File: config.mk
export PLATFORM = sky130hd
export DESIGN_NAME = store_log_fifo
export DESIGN_NICKNAME = d
export VERILOG_FILES = /design/src/rtl/store_chk_pkg.sv /design/src/rtl/store_log_fifo.sv
export SDC_FILE = /design/constraint.sdc
export NUM_CORES = 1
export LEC_CHECK = 0
export BUFFER_PORTS_ARGS = -buffer_cell sky130_fd_sc_hd__buf_2
export CORE_ASPECT_RATIO = 0.6
export CORE_MARGIN = 4
export CORE_UTILIZATION = 35
export DETAILED_ROUTE_END_ITERATION = 16
export HOLD_SLACK_MARGIN = 0.15
export PLACE_DENSITY = 0.61
export SETUP_SLACK_MARGIN = 0.1
export SLEW_MARGIN = 20
export SYNTH_ARGS = -nofsm -noshare
export SYNTH_HDL_FRONTEND = slang
export SYNTH_SLANG_ARGS = --single-unit
File: constraint.sdc
create_clock -name clk -period 8.92 [get_ports clk]
set_input_delay 0.446 -clock clk [delete_from_list [all_inputs] [get_ports clk]]
set_output_delay 0.446 -clock clk [all_outputs]
set_load 0.1 [all_outputs]
File: src/rtl/store_chk_pkg.sv
// Shared types and helpers for the store-stream checker.
package store_chk_pkg;

    typedef enum logic [1:0] {
        RUN     = 2'd0,
        PASS    = 2'd1,
        FAIL    = 2'd2,
        TIMEOUT = 2'd3
    } chk_state_t;

    typedef struct packed {
        logic [31:0] addr;
        logic [31:0] data;
    } store_entry_t;

    // Narrower counters pass their own ceiling as limit, zero-extended.
    function automatic logic [15:0] sat_inc(input logic [15:0] value, input logic [15:0] limit);
        return (value >= limit) ? value : value + 16'd1;
    endfunction

endpackage

File: src/rtl/store_log_fifo.sv
// Fall-through synchronous FIFO of store entries; head reads as zero when empty.
module store_log_fifo
    import store_chk_pkg::*;
#(
    parameter int DEPTH = 8
) (
    input  logic         clk,
    input  logic         reset,
    input  logic         push,
    input  logic         pop,
    input  store_entry_t din,
    output logic         full,
    output logic         empty,
    output store_entry_t head
);

    localparam int AW = $clog2(DEPTH);
    localparam logic [AW:0] PTR_ONE = (AW+1)'(1);

    store_entry_t mem [DEPTH];
    logic [AW:0]  wptr;
    logic [AW:0]  rptr;
    logic         do_push;
    logic         do_pop;

    assign empty   = (wptr == rptr);
    assign full    = (wptr[AW] != rptr[AW]) && (wptr[AW-1:0] == rptr[AW-1:0]);
    // A pop frees the slot being written when full, so both may proceed.
    assign do_push = push && (!full || pop);
    assign do_pop  = pop && !empty;
    assign head    = empty ? '0 : mem[rptr[AW-1:0]];

    always_ff @(posedge clk) begin
        if (reset) begin
            wptr <= '0;
            rptr <= '0;
        end else begin
            if (do_push) wptr <= wptr + PTR_ONE;
            if (do_pop)  rptr <= rptr + PTR_ONE;
        end
    end

    always_ff @(posedge clk) begin
        if (do_push) mem[wptr[AW-1:0]] <= din;
    end

endmodule

==> impl_metrics.yaml, run 1 <==
drt:
  viasPerCell: 4.86
  wl_per_cell_um: 21.9
  drt_iter0_drc: 706
  routed_wl_um: 41700
  vias: 9231
  drc_errors: 0
  dr.pass1.iters: 4
  ant_nets: 0
logic_synthesis:
  yosysMostFrequentCell: "edfxtp_1"
  syn_avg_cell_area_um2: 22.7
  synthArstFlopShare_pct: 0
  synth.yosys.seq_area_share_pct: 77.9
  yosysTopAreaCell: "edfxtp_1"
  synth_area_leaders: "edfxtp_1 77%, mux4_2 14%, mux2i_1 3.3%"
  synthFlopType: "edfxtp_1"
  synth_top_area_share_pct: 76.8
  synthesis.nets: 952
  synth-edff-count: 512
  ys_types: 36
  synth_seq_cells: 523
  syn-instance-count: 882
  mappedNetlistArea_um2: 20000
  ys_warn_count: 0
  yosys-top-cells-count: "512 x edfxtp_1, 128 x mux4_2, 71 x nor2_1, 66 x mux2i_1, 17 x buf_2"
global_route:
  grt_usage_pct: 13.7
  grt_start_max_net_pins: 48
  grt_antenna_before_repair: 2
  grt_pass1_wl_um: 63500
  grt.overflow.total: 0
  grt_pass1_vias: 9954
worst_setup_path:
  r2r_setup_slack_ps: 6190
  worstPathArrival_ps: 3650
  crit_required_ps: 8470
  critPathKind: "flip-flop to output port"
  crit_chain: "buf_4 > mux4_2 > mux2i_1 > nor2_1 > buf_2"
  start_kind: "flip-flop"
  end_kind: "output port"
  crit_slowest_cell: "dfxtp_4"
  crit_path_max_fanout: 47
  max_stage_delay_ps: 1020
floorplan:
  io_pins: 134
  dieArea_um2: 61200
  die_h_um: 193
  fp.dieW_um: 317
  core_area_um2: 56300
  rows: 67
  initial_core_util_pct: 35.6
clocking:
  cts_made_buffers: 48
  cts_tree: "yes"
  cts_root_buffer: "clkbuf_16"
  clk_pin_slew_worst_paths_ps: 60
  cts.path.max_buffers: 3
  htree_levels: 2
  clk_latency_ps: 560
  postCtsSetupRepairBufs: 0
  postCtsResizedCells: 0
  cts.sink_count: 523
final_layout:
  final_cells: 1901
  final_core_util_pct: 42.4
  final_net_count: 1171
  syn2layout_area_growth_pct: 19.0
  drive_gt1_share_pct: 32.6
  final_cell_area_um2: 23800
sta:
  clock_skew_ps: 22.0
  max_slew_margin_pct: 33.1
  drv_slew: 0
  hold_violations: 0
  rsz0062_at_grt: "no"
  fin_crit_sh_pct: 45.9
  min_period_ps: 4100
  fin_ws_ps: 4820
  max_freq_ghz: 0.244
  worst_slew_pin_slew_ps: 1000
  setup_viol: 0
  hold_ws_ps: 189
  finalSetupTns_ps: 0
placed_design:
  placedCellCount: 1751
  numPortBuffers: 133
  place_ws_ps: 5240
  dp_hpwl_um: 22700
  place_congestion: 0.714
  dpl_cell_area_um2: 21700
run:
  cap_violations: 0
power:
  finalPower_mw: 6.40
  max-vdd-ir-drop_mv: 0.192
  p_per_area_nw_per_um2: 268
  p_leak_nw: 7.54
run_status:
  status: "completed"
min_path:
  hold_class: "primary input to flip-flop"
## timing repair
| action | 4_1_cts | 5_1_grt |
|---|---|---|
| setup endpoints to repair | 0 | 0 |
| hold buffers | 59 | 0 |
| hold endpoints to repair | 449 | 0 |
## layout by cell type (no fill, tap or decap), drive strengths merged
cell / instances
clkinvlp: 3
nor2: 71
diode: 1
o211ai: 1
xnor2: 3
bufinv: 6
nor3: 4
a21oi: 3
xor2: 5
inv: 5
clkbuf: 61
mux2: 2
edfxtp: 512
a21boi: 1
nand3: 1
buf: 156
nor4: 2
mux4: 128
o41ai: 1
or3: 2
dlygate4sd3: 59
o21ai: 4
o311ai: 1
dfxtp: 11
a211o: 1
clkinv: 19
ha: 2
mux2i: 66
nand2b: 1
nand2: 3
and4bb: 1
or2b: 2
nand4: 2
nor2b: 2
## final cells by class
type                       count  area, um^2
antenna                        1        2.50
clock buffer                  61        1290
tap                          759         950
sequential                   523       15600
timing repair buffer         215        1430
fill                        4922       32400
multi-input combinational    309        4240
clock inverter                29         303
inverter                       4        15.0
## layer usage
metal,GRT usage [%],part of all wire [%]
met1,19.4,45
met2,22.3,48
met3,2.74,5.4
met4,2.48,1.4
met5,0,0.017
## state kept, by name, summed over array words and instances, names as in the netlist, named ones only
| name | count |
|---|---|
| mem | 512 |
| rptr | 4 |
| wptr | 4 |
## cell families (layout without fill, tap and decap cells)
family                   count (synthesis)  in the layout  share of synthesized area (%)
XOR/XNOR                                 8              8                          0.462
AND/OR/NAND/NOR                         91             91                           1.96
adder cells (fa/ha/maj)                  2              2                          0.125
buffers and inverters                   50            309                           1.23
flip-flops                             523            523                           77.9
other                                    0              1                              0
multiplexers                           196            196                           17.8
AO/OA/AOI/OAI                           12             12                          0.512
## worst max-delay path: cells and delay by family (launching register included)
kind          cells  cell delay, ps
simple gates      1              70
mux               2             870
flops             1            1020
buf+inv           2            1110
## report_power, final
group | leakage [nW] | switching (mW) | internal, mW
clock | 0.768 | 0.872 | 1.20
sequential | 4.74 | 0.0625 | 2.76
combinational | 2.03 | 1.11 | 0.390
total | 7.54 | 2.04 | 4.35
## final timing paths
| path | from | to | depth (start not counted) |
|---|---|---|---|
| worst max-delay path | flip-flop | head[38] | 5 |
| worst max register to register | wptr[1]$_SDFFE_PP0P_ | mem[3][47]$_DFFE_PP_ | 5 |
| worst min register to register | rptr[3]$_SDFFE_PP0P_ | rptr[3]$_SDFFE_PP0P_ | 2 |
| worst min-delay path | din[47] | mem[1][47]$_DFFE_PP_ | 1 |
(Power assumes the default switching activity.)
==> run 2, diff against run 1 <==
Clock period 8.92 ns to 4.1 ns, I/O delays scaled along.
==> run 2 against run 1 <==
Net effect:
- sequential power increased by 120%
- global-route usage about the same
- critical path depth unchanged
- critical path type unchanged
- non-clock buffer count increased by 9
- die area unchanged
- combinational power increased by 130%
- utilization about the same
- clock skew down 13 ps
- critical endpoint is now head[1]
- flip-flop and latch count did not move
==> impl_metrics.yaml, run 2 (same netlist as run 1, synthesis figures left out) <==
sta:
  drv_slew: 0
  worst_slew_pin_slew_ps: 936
  max_freq_ghz: 0.326
  fin_crit_sh_pct: 74.9
  hold_violations: 0
  min_period_ps: 3070
  clock_skew_ps: 9.06
  rsz0062_at_grt: "no"
  max_slew_margin_pct: 37.6
  setup_viol: 0
drt:
  viasPerCell: 4.87
  wl_per_cell_um: 21.9
  dr.pass1.iters: 4
  ant_nets: 0
  vias: 9271
  drt_iter0_drc: 905
  drc_errors: 0
  routed_wl_um: 41600
clocking:
  clk_pin_slew_worst_paths_ps: 70
  cts_tree: "yes"
  clk_latency_ps: 560
  htree_levels: 2
  postCtsResizedCells: 0
  cts.sink_count: 523
  cts_made_buffers: 47
  cts_root_buffer: "clkbuf_16"
  cts.path.max_buffers: 3
  postCtsSetupRepairBufs: 0
power:
  finalPower_mw: 13.5
  swShare_pct: 32.5
  p_seq_share_pct: 44.9
  intPower_mw: 9.13
  max-vdd-ir-drop_mv: 0.392
  p_leak_nw: 7.53
  p_sw_mw: 4.40
  pwr-share-clk_pct: 30.1
  p_per_area_nw_per_um2: 567
  combPwrFrac_pct: 25.0
floorplan:
  core_area_um2: 56300
  rows: 67
  io_pins: 134
  initial_core_util_pct: 35.6
  dieArea_um2: 61200
  fp.dieW_um: 317
  die_h_um: 193
worst_setup_path:
  end_kind: "output port"
  critPathKind: "flip-flop to output port"
  path_buf_inv: 2
  crit_required_ps: 3890
  max_stage_delay_ps: 720
  start_kind: "flip-flop"
  crit_path_max_fanout: 37
  worstPathArrival_ps: 2860
  crit_chain: "buf_4 > mux4_2 > mux2i_1 > nor2_1 > buf_2"
  path_delay_family: "buffers and inverters"
  crit_slowest_cell: "dfxtp_4"
global_route:
  grt.overflow.total: 0
  grt_antenna_before_repair: 4
  grt_start_max_net_pins: 66
  grt_pass1_wl_um: 63700
  grt_usage_pct: 13.6
  grt_pass1_vias: 9988
final_layout:
  drive_gt1_share_pct: 32.0
  final_cell_mix: "512 x edfxtp_1, 133 x buf_2, 128 x mux4_2, 69 x nor2_1, 68 x dlygate4sd3_1"
  final_cells: 1902
  nFillCells: 4903
  syn2layout_area_growth_pct: 19.1
  final_core_util_pct: 42.4
  final_net_count: 1179
  largest_register_ffs: 512
  final_cell_area_um2: 23800
  layout_commonest_cell: "edfxtp_1"
placed_design:
  placedCellCount: 1751
  numPortBuffers: 133
  dpl_cell_area_um2: 21800
  dp_hpwl_um: 22200
  place_congestion: 0.700
min_path:
  hold_class: "primary input to flip-flop"
run:
  cap_violations: 0
run_status:
  status: "completed"
[run 2: cell count changes in the layout (fill, tap and decap cells not counted), sizes merged]
| cell | change |
|---|---|
| bufinv | -4 |
| clkbuf | -1 |
| clkinv | -2 |
| clkinvlp | -3 |
| dlygate4sd3 | +9 |
| inv | +2 |
[run 2: final timing paths]
path / slack, ps / startpoint / cells after the start / to
min reg2reg: 520 / rptr[3]$_SDFFE_PP0P_ / 2 / rptr[3]$_SDFFE_PP0P_
max reg2reg: 1080 / wptr[1]$_SDFFE_PP0P_ / 6 / mem[4][30]$_DFFE_PP_
min: 450 / din[45] / 2 / mem[2][45]$_DFFE_PP_
max: 1030 / flip-flop / 5 / head[1]
[run 2: layer usage]
| metal | vias to the layer above | GRT usage, % | routed length (um) |
|---|---|---|---|
| li1 | 4118 | - | - |
| met4 | 6 | 2.57 | 596 |
| met2 | 185 | 22.1 | 19900 |
| met1 | 4912 | 19.5 | 19100 |
| met5 | - | 0 | 34 |
| met3 | 50 | 2.66 | 1900 |
[run 2: stage by stage]
stage                     hold WS, ps  TNS [ps]  setup WS (ps)
after floorplan                   304   -398500          -1800
after global placement            470         0           1030
after detailed placement          481         0           1000
after CTS                         425         0            961
after global routing              456         0            860
final                             452         0           1030
[run 2: what timing repair did]
| item | 4_1_cts | 5_1_grt |
|---|---|---|
| hold buffers | 68 | 0 |
| endpoints found under the hold margin | 523 | 0 |
| setup endpoints to repair | 0 | 0 |
[run 2: area by class of cell]
cell class	instances	area [um^2]	share of cell area [%]
sequential	523	15600	65.4
timing repair buffer	224	1630	6.84
multi-input combinational	309	4260	17.9
inverter	4	15.0	0.0630
tap	759	950	3.98
clock inverter	22	160	0.672
clock buffer	60	1220	5.14
antenna	1	2.50	0.0105
[run 2: power groups by stage]
stage,sequential (mW),combinational [mW],clock [mW]
after CTS,6.08,3.45,4.20
after global routing,6.08,3.58,4.46
after floorplan,6.16,2.77,0
final,6.08,3.38,4.07
after detailed placement,6.19,3.39,0
after global placement,6.19,3.37,0
